$ cat src/rtl/bcd_7seg_scan_driver.sv
// bcd_7seg_scan_driver: time-multiplexed common-anode 7-segment driver
// for NUM_DIGITS packed BCD digits, with per-frame snapshot and
// leading-zero blanking.
// Ports:
//   clk         rising-edge clock
//   reset       synchronous active-high reset
//   digits_in   packed BCD, digit k = [4k+3:4k], digit 0 least significant
//   blank_lz    1 = blank leading zeros (sampled once per frame)
//   seg         segments {g,f,e,d,c,b,a}
//   an          one-hot digit enable, bit k = digit k
//   frame_start one-cycle pulse when a new snapshot is taken
module bcd_7seg_scan_driver #(
  parameter int NUM_DIGITS     = 4,
  parameter int REFRESH_DIV    = 50000,
  parameter bit SEG_ACTIVE_LOW = 1'b1,
  parameter bit AN_ACTIVE_LOW  = 1'b1
) (
  input  logic                    clk,
  input  logic                    reset,
  input  logic [4*NUM_DIGITS-1:0] digits_in,
  input  logic                    blank_lz,
  output logic [6:0]              seg,
  output logic [NUM_DIGITS-1:0]   an,
  output logic                    frame_start
);

  localparam int PW = $clog2(REFRESH_DIV);
  localparam int IW = (NUM_DIGITS > 1) ? $clog2(NUM_DIGITS) : 1;

  localparam logic [PW-1:0] P_LAST = PW'(REFRESH_DIV - 1);
  localparam logic [IW-1:0] I_LAST = IW'(NUM_DIGITS - 1);

  localparam logic [6:0] SEG_OFF =
    SEG_ACTIVE_LOW ? 7'h7F : 7'h00;
  localparam logic [NUM_DIGITS-1:0] AN_OFF =
    AN_ACTIVE_LOW ? {NUM_DIGITS{1'b1}} : {NUM_DIGITS{1'b0}};

  logic [PW-1:0]           r_presc;
  logic [IW-1:0]           r_idx;
  logic [4*NUM_DIGITS-1:0] r_shadow;
  logic                    r_blank_q;

  logic                  w_tick;
  logic                  w_wrap;
  logic                  w_acc;
  logic [NUM_DIGITS-1:0] w_lz;
  logic [NUM_DIGITS-1:0] w_blank_mask;
  logic [NUM_DIGITS-1:0] w_an_hot;
  logic [3:0]            w_dig;
  logic                  w_blk;
  logic [6:0]            w_seg_hi;

  function automatic logic [6:0] f_decode(
    input logic [3:0] d
  );
    logic [6:0] s;
    case (d)
      4'd0:    s = 7'h3F;
      4'd1:    s = 7'h06;
      4'd2:    s = 7'h5B;
      4'd3:    s = 7'h4F;
      4'd4:    s = 7'h66;
      4'd5:    s = 7'h6D;
      4'd6:    s = 7'h7D;
      4'd7:    s = 7'h07;
      4'd8:    s = 7'h7F;
      4'd9:    s = 7'h6F;
      default: s = 7'h40;
    endcase
    return s;
  endfunction

  assign w_tick = (r_presc == P_LAST);
  assign w_wrap = (r_idx == I_LAST);

  // w_lz[k]: digit k and every digit above it are zero.
  // Digit 0 is never blanked so an all-zero value shows "0".
  always_comb begin
    w_acc = 1'b1;
    w_lz  = '0;
    for (int k = NUM_DIGITS - 1; k >= 0; k--) begin
      w_acc   = w_acc && (r_shadow[4*k +: 4] == 4'd0);
      w_lz[k] = w_acc;
    end
    w_blank_mask    = w_lz & {NUM_DIGITS{r_blank_q}};
    w_blank_mask[0] = 1'b0;
  end

  always_comb begin
    w_an_hot = '0;
    for (int k = 0; k < NUM_DIGITS; k++) begin
      w_an_hot[k] = (r_idx == IW'(k));
    end
  end

  assign w_dig    = r_shadow[{r_idx, 2'b00} +: 4];
  assign w_blk    = w_blank_mask[r_idx];
  assign w_seg_hi = w_blk ? 7'h00 : f_decode(w_dig);

  always_ff @(posedge clk) begin
    if (reset) begin
      r_presc     <= '0;
      r_idx       <= '0;
      r_shadow    <= '0;
      r_blank_q   <= 1'b0;
      frame_start <= 1'b0;
      an          <= AN_OFF;
      seg         <= SEG_OFF;
    end else begin
      frame_start <= 1'b0;
      if (w_tick) begin
        r_presc <= '0;
        r_idx   <= w_wrap ? '0 : r_idx + IW'(1);
        // Snapshot only at the frame boundary so a frame never tears.
        if (w_wrap) begin
          r_shadow    <= digits_in;
          r_blank_q   <= blank_lz;
          frame_start <= 1'b1;
        end
      end else begin
        r_presc <= r_presc + PW'(1);
      end
      an  <= AN_ACTIVE_LOW ? ~w_an_hot : w_an_hot;
      seg <= SEG_ACTIVE_LOW ? ~w_seg_hi : w_seg_hi;
    end
  end

endmodule

$ cat config.mk
export PLATFORM = sky130hd
export DESIGN_NAME = bcd_7seg_scan_driver
export DESIGN_NICKNAME = d
export VERILOG_FILES = /design/src/rtl/bcd_7seg_scan_driver.sv
export SDC_FILE = /design/constraint.sdc
export NUM_CORES = 1
export LEC_CHECK = 0
export ABC_CLOCK_PERIOD_IN_PS = 3300
export CAP_MARGIN = 20
export CORE_MARGIN = 2
export CORE_UTILIZATION = 57
export DETAILED_ROUTE_END_ITERATION = 7
export GPL_TIMING_DRIVEN = 0
export PLACE_DENSITY_LB_ADDON = 0.25
export SLEW_MARGIN = 25
export SYNTH_ARGS = -nofsm -noshare
export SYNTH_HDL_FRONTEND = slang
export SYNTH_SLANG_ARGS = --single-unit
export TNS_END_PERCENT = 5
$ cat constraint.sdc
create_clock -name clk -period 3.3 [get_ports clk]
set_clock_uncertainty 0.15 [all_clocks]
set_input_delay 0.825 -clock clk [delete_from_list [all_inputs] [get_ports clk]]
set_output_delay 0.825 -clock clk [all_outputs]
set_load 0.01 [all_outputs]
# ---- Yosys cells after proc, flatten, opt, wreduce, memory -nomap -nowiden
# Memories as Yosys holds them, arrays and structs flattened.
# Cells that the tools add are included.
# Widths: inputs -> output; s select.
dict set report classes {
  shift 1
  order_cmp 1
  n_addsub 2
  n_bitwise 4
  eq_ne 4
  mux 5
  n_reduce_logical 11
}
# cell count
set ops {}
lappend ops {{$add 16x1->16 const B} 1}
lappend ops {{$eq 16x16->1 const B} 1}
lappend ops {{$logic_not 4->1} 4}
lappend ops {{$shiftx 16x5->4} 1}
lappend ops {{$mux 7} 1}
lappend ops {{$not 7->7} 1}
lappend ops {{$and 4x4->4} 1}
lappend ops {{$eq 2x2->1 const B} 2}
lappend ops {{$not 4->4} 1}
lappend ops {{$reduce_or 2->1} 2}
lappend ops {{$logic_and 1x1->1} 3}
lappend ops {{$lt 2x3->1 const B} 1}
lappend ops {{$add 2x1->2 const B} 1}
lappend ops {{$bmux 1 s2} 1}
lappend ops {{$eq 2x1->1 const B} 1}
lappend ops {{$logic_not 2->1} 1}
lappend ops {{$mux 1} 2}
lappend ops {{$mux 2} 1}
lappend ops {{$reduce_and 2->1} 1}
lappend ops {{$not 1->1} 1}
dict set report word_totals {
  memories 1
  reg_bits 47
  rom_bits 112
  word_cells 36
  out_inout_bits 12
  input_bits 19
}
# name depth word_bits read_ports rd_clocked_by_memory_dff write_ports line_no
set mem_list {}
lappend mem_list {{(no name shown)} 16 7 1 0 0 57} ;# case (d)

# ---- Depth between registers and ports, before layout
# Gate-level depths: netlist of run 1.
dict set report logic_depth {
  depth_word 9
  ltp_mapped 8
  depth_no_buf 7
}

# ---- Worst setup path before layout of run 1
# OpenSTA, ideal clock, no wires.
dict set report synth_path {
  kind {flip-flop to flip-flop}
  from {reg r_idx[0]}
  to {reg seg[4]}
  arrival_time_ns 1.674
  period_less_slack_ns 1.961
  stages_incl_launch_ff 8
  path_buffers 1
  setup_ns 0.137
  path_slack_ns 1.339
  cell_sequence {dfxtp_1 buf_6 mux4_1 inv_1 ha_1 inv_1 o22ai_1 nand3_1}
}
dict set report synth_between {
  elab_chain_cells 4
}
# element line_no
set synth_rtl {}
lappend synth_rtl {{start, declared} 39} ;# logic [IW-1:0] r_idx;
lappend synth_rtl {{start signal, assigned} 113} ;# r_idx <= w_wrap ? '0 : r_idx + IW'(1);
lappend synth_rtl {{$shiftx 16x5->4 / $bmux 1 s2 (equally long branches)} {96, 97}}
lappend synth_rtl {{$mem_v2 16x7 / $mux 1 (equally long branches)} n/a}
lappend synth_rtl {{$mux 7 (*)} 98} ;# assign w_seg_hi = w_blk ? 7'h00 : f_decode(w_dig);
lappend synth_rtl {{$not 7->7 (*)} 124} ;# seg <= SEG_ACTIVE_LOW ? ~w_seg_hi : w_seg_hi;
lappend synth_rtl {{end signal, assigned} 124}
lappend synth_rtl {{end, declared} 22} ;# output logic [6:0] seg,
# Mark *: on every way between the ends. The rest lies on a longest branch, timed or not. The select of a mux whose other input is x is not followed.
# A chain may end at the register's enable or synchronous reset.

# ---- Worst setup path after layout of run 1
dict set report layout_path {
  from {reg r_idx[1]}
  to {reg r_shadow[13]}
}
dict set report layout_between {
  elab_chain_cells 2
}
# element line_no
set layout_rtl {}
lappend layout_rtl {{$eq 2x2->1} 74} ;# assign w_wrap = (r_idx == I_LAST);
lappend layout_rtl {{net w_wrap} 44} ;# logic w_wrap;
lappend layout_rtl {{$reduce_and 2->1 (no source line)} n/a}
lappend layout_rtl {{end signal, assigned} 116} ;# r_shadow <= digits_in;
lappend layout_rtl {{end, declared} 40} ;# logic [4*NUM_DIGITS-1:0] r_shadow;
# The timed path passes the listed nets, and every way through them passes these cells.

==> metrics list, run 1 <==
- The number of different library cells used by synthesis comes to 33.
- VDD sags by at most 312 µV.
* Crit path time final: approximately 2200 ps
- CTS tree: yes
* CTS resizes: 0
- TritonCTS sink count: 47
- Compound-cell area share of the yosys netlist: 13.2%
* Layout cell share with drive strength beyond 1: under 10%
- Adder and majority cell fraction of the synthesized area: under 10%
- Final-layout fill cell count: 307
- For the worst setup path, the data arrival time is 2200 ps.
- Remaining max-slew budget at the tightest pin: roughly 66%
- Summing the areas of all xor and xnor instances in the mapped netlist gives 4.51% of the synthesized area.
* Worst-path maximum fanout: 10
- Sequential fraction of the synthesis area: ~44%
* Post-Synthesis Net Count: 264
- STA classifies the critical path startpoint as a register.
- Synth async-reset ratio: 0%
- Standard-cell row count: 22
* Die width: roughly 65 µm
- Ys Warns: 0
- Power spread over the standard cell area amounts to 389 nW/µm².
- By area, the combinational part of the netlist is dominated by simple AND/OR/NAND/NOR gates.
- Total gr overflow: 0
* Status: complete, no violations
* # hold bufs at CTS: 0
- Initial Util: 58.8%
- For this block, the routed nets add up to 4440 µm of wire.
- Via count of the first global-routing pass: 1713
- Vias after detailed routing: 1800
* Pins Over Slew Limit: 0
* Synthesized-area fraction occupied by and/or/nand/nor cells: about 22%
- For this block, the initial DRC count from the detailed router was 126.
* CTS root buffer: clkbuf_8
- Final core occ: 71.6%
- Largest cells by area after synthesis: dfxtp_1 44%, nand3_1 6.1%, ha_1 5.9%
- Final Net Count: 301
* Category of the critical setup timing path: register to register
* Mean instance size in the synthesized netlist: 9.09 µm²
- Counting flops and latches in the post-synthesis netlist gives 47.
- 31 I/O pins were placed.
- Total CTS buffers: 5
* Fraction of the cycle the final worst path needs: approximately two thirds
- Antenna violations before repair: 0
- EDFF count, synth: 0
* Leak Pwr: 0.000938 µW
* # setup viols final: 0
- The die covers about 4300 µm².
* Commonest cells after routing, fill and taps aside: 47 x dfxtp_1, 30 x clkdlybuf4s50_1, 26 x nand3_1
- In this run the vertical extent of the chip is 65.2 µm.
* Area taken by flip-flops and latches: 941 µm²
- The H-tree was split into 2 levels.
- The portion of synthesized area spent on multiplexers is under 10%.
- The most used flip-flop cell after synthesis is dfxtp_1.
- Crit end category: register
* Fraction of post-synthesis cell area in the top cell type by area: 44.1%
- Buffers placed on the I/O ports in this run total 30.
- In the final routed layout, each cell accounts on average for 13.8 µm.
- DP HPWL: 3130 µm
- Area inside the core boundary: 3630 µm²
- Clock-pin slew of the registers on the worst-case setup and hold paths: 90 ps
- Most frequent standard cell in the layout excluding fill and tap cells: dfxtp_1
- ANT nets after route: 0
- FMAX: 459 MHz
- Total standard cell area after synthesis: 2140 µm²
- Crit path required time: 3330 ps
- For this run, design rule violations remaining after detail routing come to 0.
- Clock latency of the later-clocked register in the worst-skew pair: about 300 ps
- Max-cap violations in this run came to 0.
- Setup repair after global routing left no endpoint under its margin.
- Entering global routing, the biggest net connects 15 pins.
- TNS Setup: 0 ps
* Library cell with the largest summed area after synthesis: dfxtp_1
- Path class of the lowest-slack min-delay path: register to register
* GRT Total Usage: between 20% and 30%
* Clock tree buffer depth: 2
- Setup Fix Bufs, Post-CTS: 0
- Detail-routed via count per cell: 5.61
* Number of inserted diodes: 0
- Detailed-router iteration count before antenna repair: 4
- Gate count after technology mapping: approximately 240
* Count of endpoints failing hold in the final timing report: 0
- Area overhead of the layout relative to synthesis: 21.7%
* RD Place Congestion: between 0.8 and 0.9
- Combined area of the multi-input logic cells: 1060 µm²
- Wire length of the first global-routing pass: 7700 µm
* Least-Margin Pin Slew: 507 ps
## Yosys cell counts (all sizes together) (8+ instances only)
master  instances
nand3          26
nand2          11
buf             8
clkbuf          8
o21ai          23
xor2            8
nor2           17
inv            10
nand4           9
a21oi          23
ha             10
dfxtp          47
## final cells by class
| cell class | instances | area share [%] |
|---|---|---|
| Clock inverter | 1 | 0.289 |
| Inverter | 10 | 1.44 |
| Multi-Input combinational cell | 162 | 40.8 |
| Clock buffer | 7 | 3.71 |
| Tap cell | 48 | 2.31 |
| Buffer | 16 | 3.75 |
| Timing Repair Buffer | 30 | 11.5 |
| Sequential cell | 47 | 36.2 |
## registers in the layout, summed over array words and instances, names as in the netlist
register and flops:
r_idx 2, seg 7, r_blank_q 1, r_shadow 16
an 4, r_presc 16, frame_start 1
## final timing paths
check / slack, ps / cells after the start / startpoint / endpoint
setup / recovery: 1120 / 6 / r_idx[1]$_SDFFE_PP0N_ / r_shadow[13]$_SDFFE_PP0P_
setup reg to reg: 1120 / 6 / r_idx[1]$_SDFFE_PP0N_ / r_shadow[13]$_SDFFE_PP0P_
hold / removal: 290 / 1 / r_presc[0]$_SDFF_PP0_ / r_presc[0]$_SDFF_PP0_
hold reg to reg: 290 / 1 / r_presc[0]$_SDFF_PP0_ / r_presc[0]$_SDFF_PP0_
## layer usage
metal	GRT usage, %	vias up	wire, µm
met5	0	-	0
met4	9.11	0	69
met3	6.34	6	231
met2	37.6	45	2110
met1	30.4	848	2030
li1	-	901	-
## cell families after synthesis
| logic type | after synthesis |
|---|---|
| XOR/XNOR | 11 |
| AO/OA/AOI/OAI | 53 |
| AND/OR/NAND/NOR | 84 |
| buffers and inverters | 26 |
| multiplexers | 4 |
| adder cells (fa/ha/maj) | 10 |
| flip-flops | 47 |
## critical path, cell delays in order, from the launching register on
cell and delay, ps:
dfxtp_1 520, ha_1 210, clkbuf_1 370, inv_1 240, clkbuf_1 250, o21ai_0 220, a21oi_1 90
## report_power, final
group          switching (µW)  leakage (µW)  total, µW  internal, µW
combinational            19.1      0.000506       50.3          31.3
clock                     193     0.0000505        384           191
sequential               3.48      0.000382        578           574
## stage by stage
| stage | cells | power, µW | cell area (µm²) | hold WS (ps) | worst slack [ps] |
|---|---|---|---|---|---|
| floorplan | 235 | 607 | 2140 | 263 | 1340 |
| global placement | 313 | 641 | 2500 | 279 | 847 |
| detailed placement | 313 | 642 | 2500 | 283 | 829 |
| CTS | 321 | 1020 | 2600 | 296 | 1140 |
| global route | 321 | 1050 | 2600 | 318 | 906 |
| finish | 321 | 1010 | 2600 | 293 | 1120 |
Note: power is estimated with default switching activity, not from simulation.
==> inputs of run 2 (changes only) <==
- ABC_CLOCK_PERIOD_IN_PS: 3300 -> 2300
- CORE_UTILIZATION: 57 -> 53
- clock period: 3.3 -> 2.3 ns (I/O delays scaled with it)
==> run 2 against run 1 <==
Effect of this change:
- worst setup slack got worse by 910 ps
- sequential cell count unchanged
- critical path depth grew 1
- die area up 7.1%
- global-route usage shrank 2.5 points
- final cell count is the same
- routed wire length down 6.1%
- via count is 0.11% lower
- sequential share of layout area increased by 0.087 points
- combinational power grew 42%
- clock power up 50%
- highest routed layer unchanged
==> metrics list, run 2 (synthesis gave the netlist of run 1 again) <==
- CTS root buffer: clkbuf_8
- Status: complete, no violations
- In this run the standard cell core region covers 3940 µm².
- Layout cell share with drive strength beyond 1: 8.86%
- Subtracting the final worst setup slack from the clock period gives roughly 2100 ps.
* IO buf count: 30
- Family of cells with the greatest summed delay on the critical path: multiplexers
- Clock-pin slew of the registers on the worst-case setup and hold paths: 80 ps
- Total CTS buffers: 5
- Total power consumption of the routed design: 1480 µW
- IR analysis of the VDD net gives a maximum drop of 409 µV.
* FMAX: 478 MHz
- Detailed-router iteration count before antenna repair: 5
- Most frequent standard cell in the layout excluding fill and tap cells: dfxtp_1
- # DRC: 0
* Least-Margin Pin Slew: 504 ps
* CTS resizes: 0
* Area of the die: 4550 µm²
- Commonest cells after routing, fill and taps aside: 47 x dfxtp_1, 30 x clkdlybuf4s50_1, 26 x nand3_1
* Proportion of power drawn by combinational gates: around 4.8%
- The clock drives 47 sinks.
- In this run the core area contains 23 standard-cell rows.
- Cell at the slowest stage of the critical path: mux4_2
- For this design the total switching power over the nets is 290 µW.
* Final Net Count: 300
* Final-layout fill cell count: 345
* ANT nets after route: 0
* Clock latency of the later-clocked register in the worst-skew pair: 300 ps
- DP HPWL: about 3000 µm
- The routed layout has 1798 vias.
- Die width: 67.5 µm
* Biggest regs: r_presc x16, r_shadow x16, seg x7
* Leak Pwr: 0.000931 µW
* Clock network power share: roughly two fifths
- Entering global routing, the biggest net connects 14 pins.
* Via count of the first global-routing pass: ~1600
- In this run the tightest slew margin relative to its limit is 66.4%.
* CTS tree: yes
- Detail-routed via count per cell: 5.60
* Max-cap violations: 0
* Number of inserted diodes: 0
- # hold bufs at CTS: 0
* Setup Fix Bufs, Post-CTS: 0
- Total gr overflow: 0
- Sw Share: 19.6%
* Category of the critical setup timing path: register to register
- Wire length of the first global-routing pass: 7170 µm
* Number of top-level pins: 31
- Worst-path maximum fanout: 8
- Dividing total power by cell area gives a power density of roughly 570 nW/µm².
- Count of endpoints failing hold in the final timing report: 0
* Library cell appearing most often on the critical path: inv_1
- Total Routed Length: 4160 µm
- The final-report max-slew violation count is 0.
* # setup viols final: 0
* Clock tree buffer depth: 2
* TNS Setup: 0 ps
* Number of H-tree levels: 2
- The share of total power dissipated in sequential elements is 56.1%.
- Of the available clock period, the critical path in the final layout requires 91.0%.
- The critical path contains buffers and inverters numbering 3 combined.
- GRT Total Usage: 21.1%
- Internal power comes to 1190 µW.
* Path class of the lowest-slack min-delay path: register to register
* Crit path required time: between 2000 and 2500 ps
* Data arrival time at the worst-slack endpoint: 2110 ps
- Cell-by-cell listing of the critical path: buf_6 -> mux4_2 -> inv_1 -> ha_1 -> inv_1 -> o22ai_1 -> nand3_1
- RD Place Congestion: between 0.8 and 0.9
- The worst setup path is captured at a register.
- Antenna violations before repair: 0
- Critical Path Start Type: register
- Initial Util: 54.2%
* Largest incremental delay on the critical path: 570 ps
* Setup repair after global routing missed its margin: no
* Average wire length per cell after detail routing: 13.0 µm
- Area overhead of the layout relative to synthesis: 21.4%
- The die is 67.5 µm tall.
- Starting DRT DRC Count: 73
run 2: changes by cell type in the layout (fill, tap and decap cells not counted), sizes merged:
cell | previous run | this run
clkbuf | 15 | 13
bufinv | 0 | 1
clkinvlp | 1 | 0
run 2: path summary, 6_finish.rpt:
| check | startpoint | to | slack [ps] | cells after the start |
|---|---|---|---|---|
| worst max register to register | r_idx[0]$_SDFFE_PP0N_ | seg[4]$_SDFF_PP1_ | 210 | 7 |
| worst min register to register | r_presc[0]$_SDFF_PP0_ | r_presc[0]$_SDFF_PP0_ | 290 | 1 |
| worst max-delay path | r_idx[0]$_SDFFE_PP0N_ | seg[4]$_SDFF_PP1_ | 210 | 7 |
| worst min-delay path | r_presc[0]$_SDFF_PP0_ | r_presc[0]$_SDFF_PP0_ | 290 | 1 |
run 2: metrics by stage:
step / std cells / hold WS (ps) / worst slack (ps) / util [%] / area (µm²)
2_1_floorplan: 235 / 263 / 339 / - / 2140
3_3_place_gp: 315 / 279 / 113 / 63.4 / 2500
3_5_place_dp: 315 / 290 / 99.4 / 63.4 / 2500
4_1_cts: 322 / 301 / 123 / 66.0 / 2600
5_1_grt: 321 / 315 / 44.6 / 65.8 / 2590
6_report: 321 / 293 / 206 / 65.8 / 2590
run 2: layout make-up:
cell class	instances	area, µm²	share of cell area [%]
timing repair buffer	30	300	11.6
buffer	15	93.8	3.62
inverter	10	37.5	1.45
clock inverter	1	30.0	1.16
tap	50	62.6	2.41
multi-input combinational	162	1060	40.7
sequential	47	941	36.3
clock buffer	6	72.6	2.80
run 2: power by group through the flow:
stage               combinational, µW  clock (µW)  sequential [µW]
floorplan                        19.4           0              851
global placement                 71.0           0              848
detailed placement               72.0           0              848
CTS                              72.1         586              829
global route                     78.9         615              830
finish                           71.6         577              828
run 2: routing by layer:
metal | wire [µm] | global-route usage (%)
met1 | 2030 | 28.1
met2 | 1910 | 32.8
met3 | 146 | 4.00
met4 | 71 | 9.95
met5 | 0 | 0
==> inputs of run 3 (changes only) <==
- CTS_CLUSTER_DIAMETER: unset -> 200
==> results of run 3 <==
Final layout, timing and power as in run 2 (identical DEF).
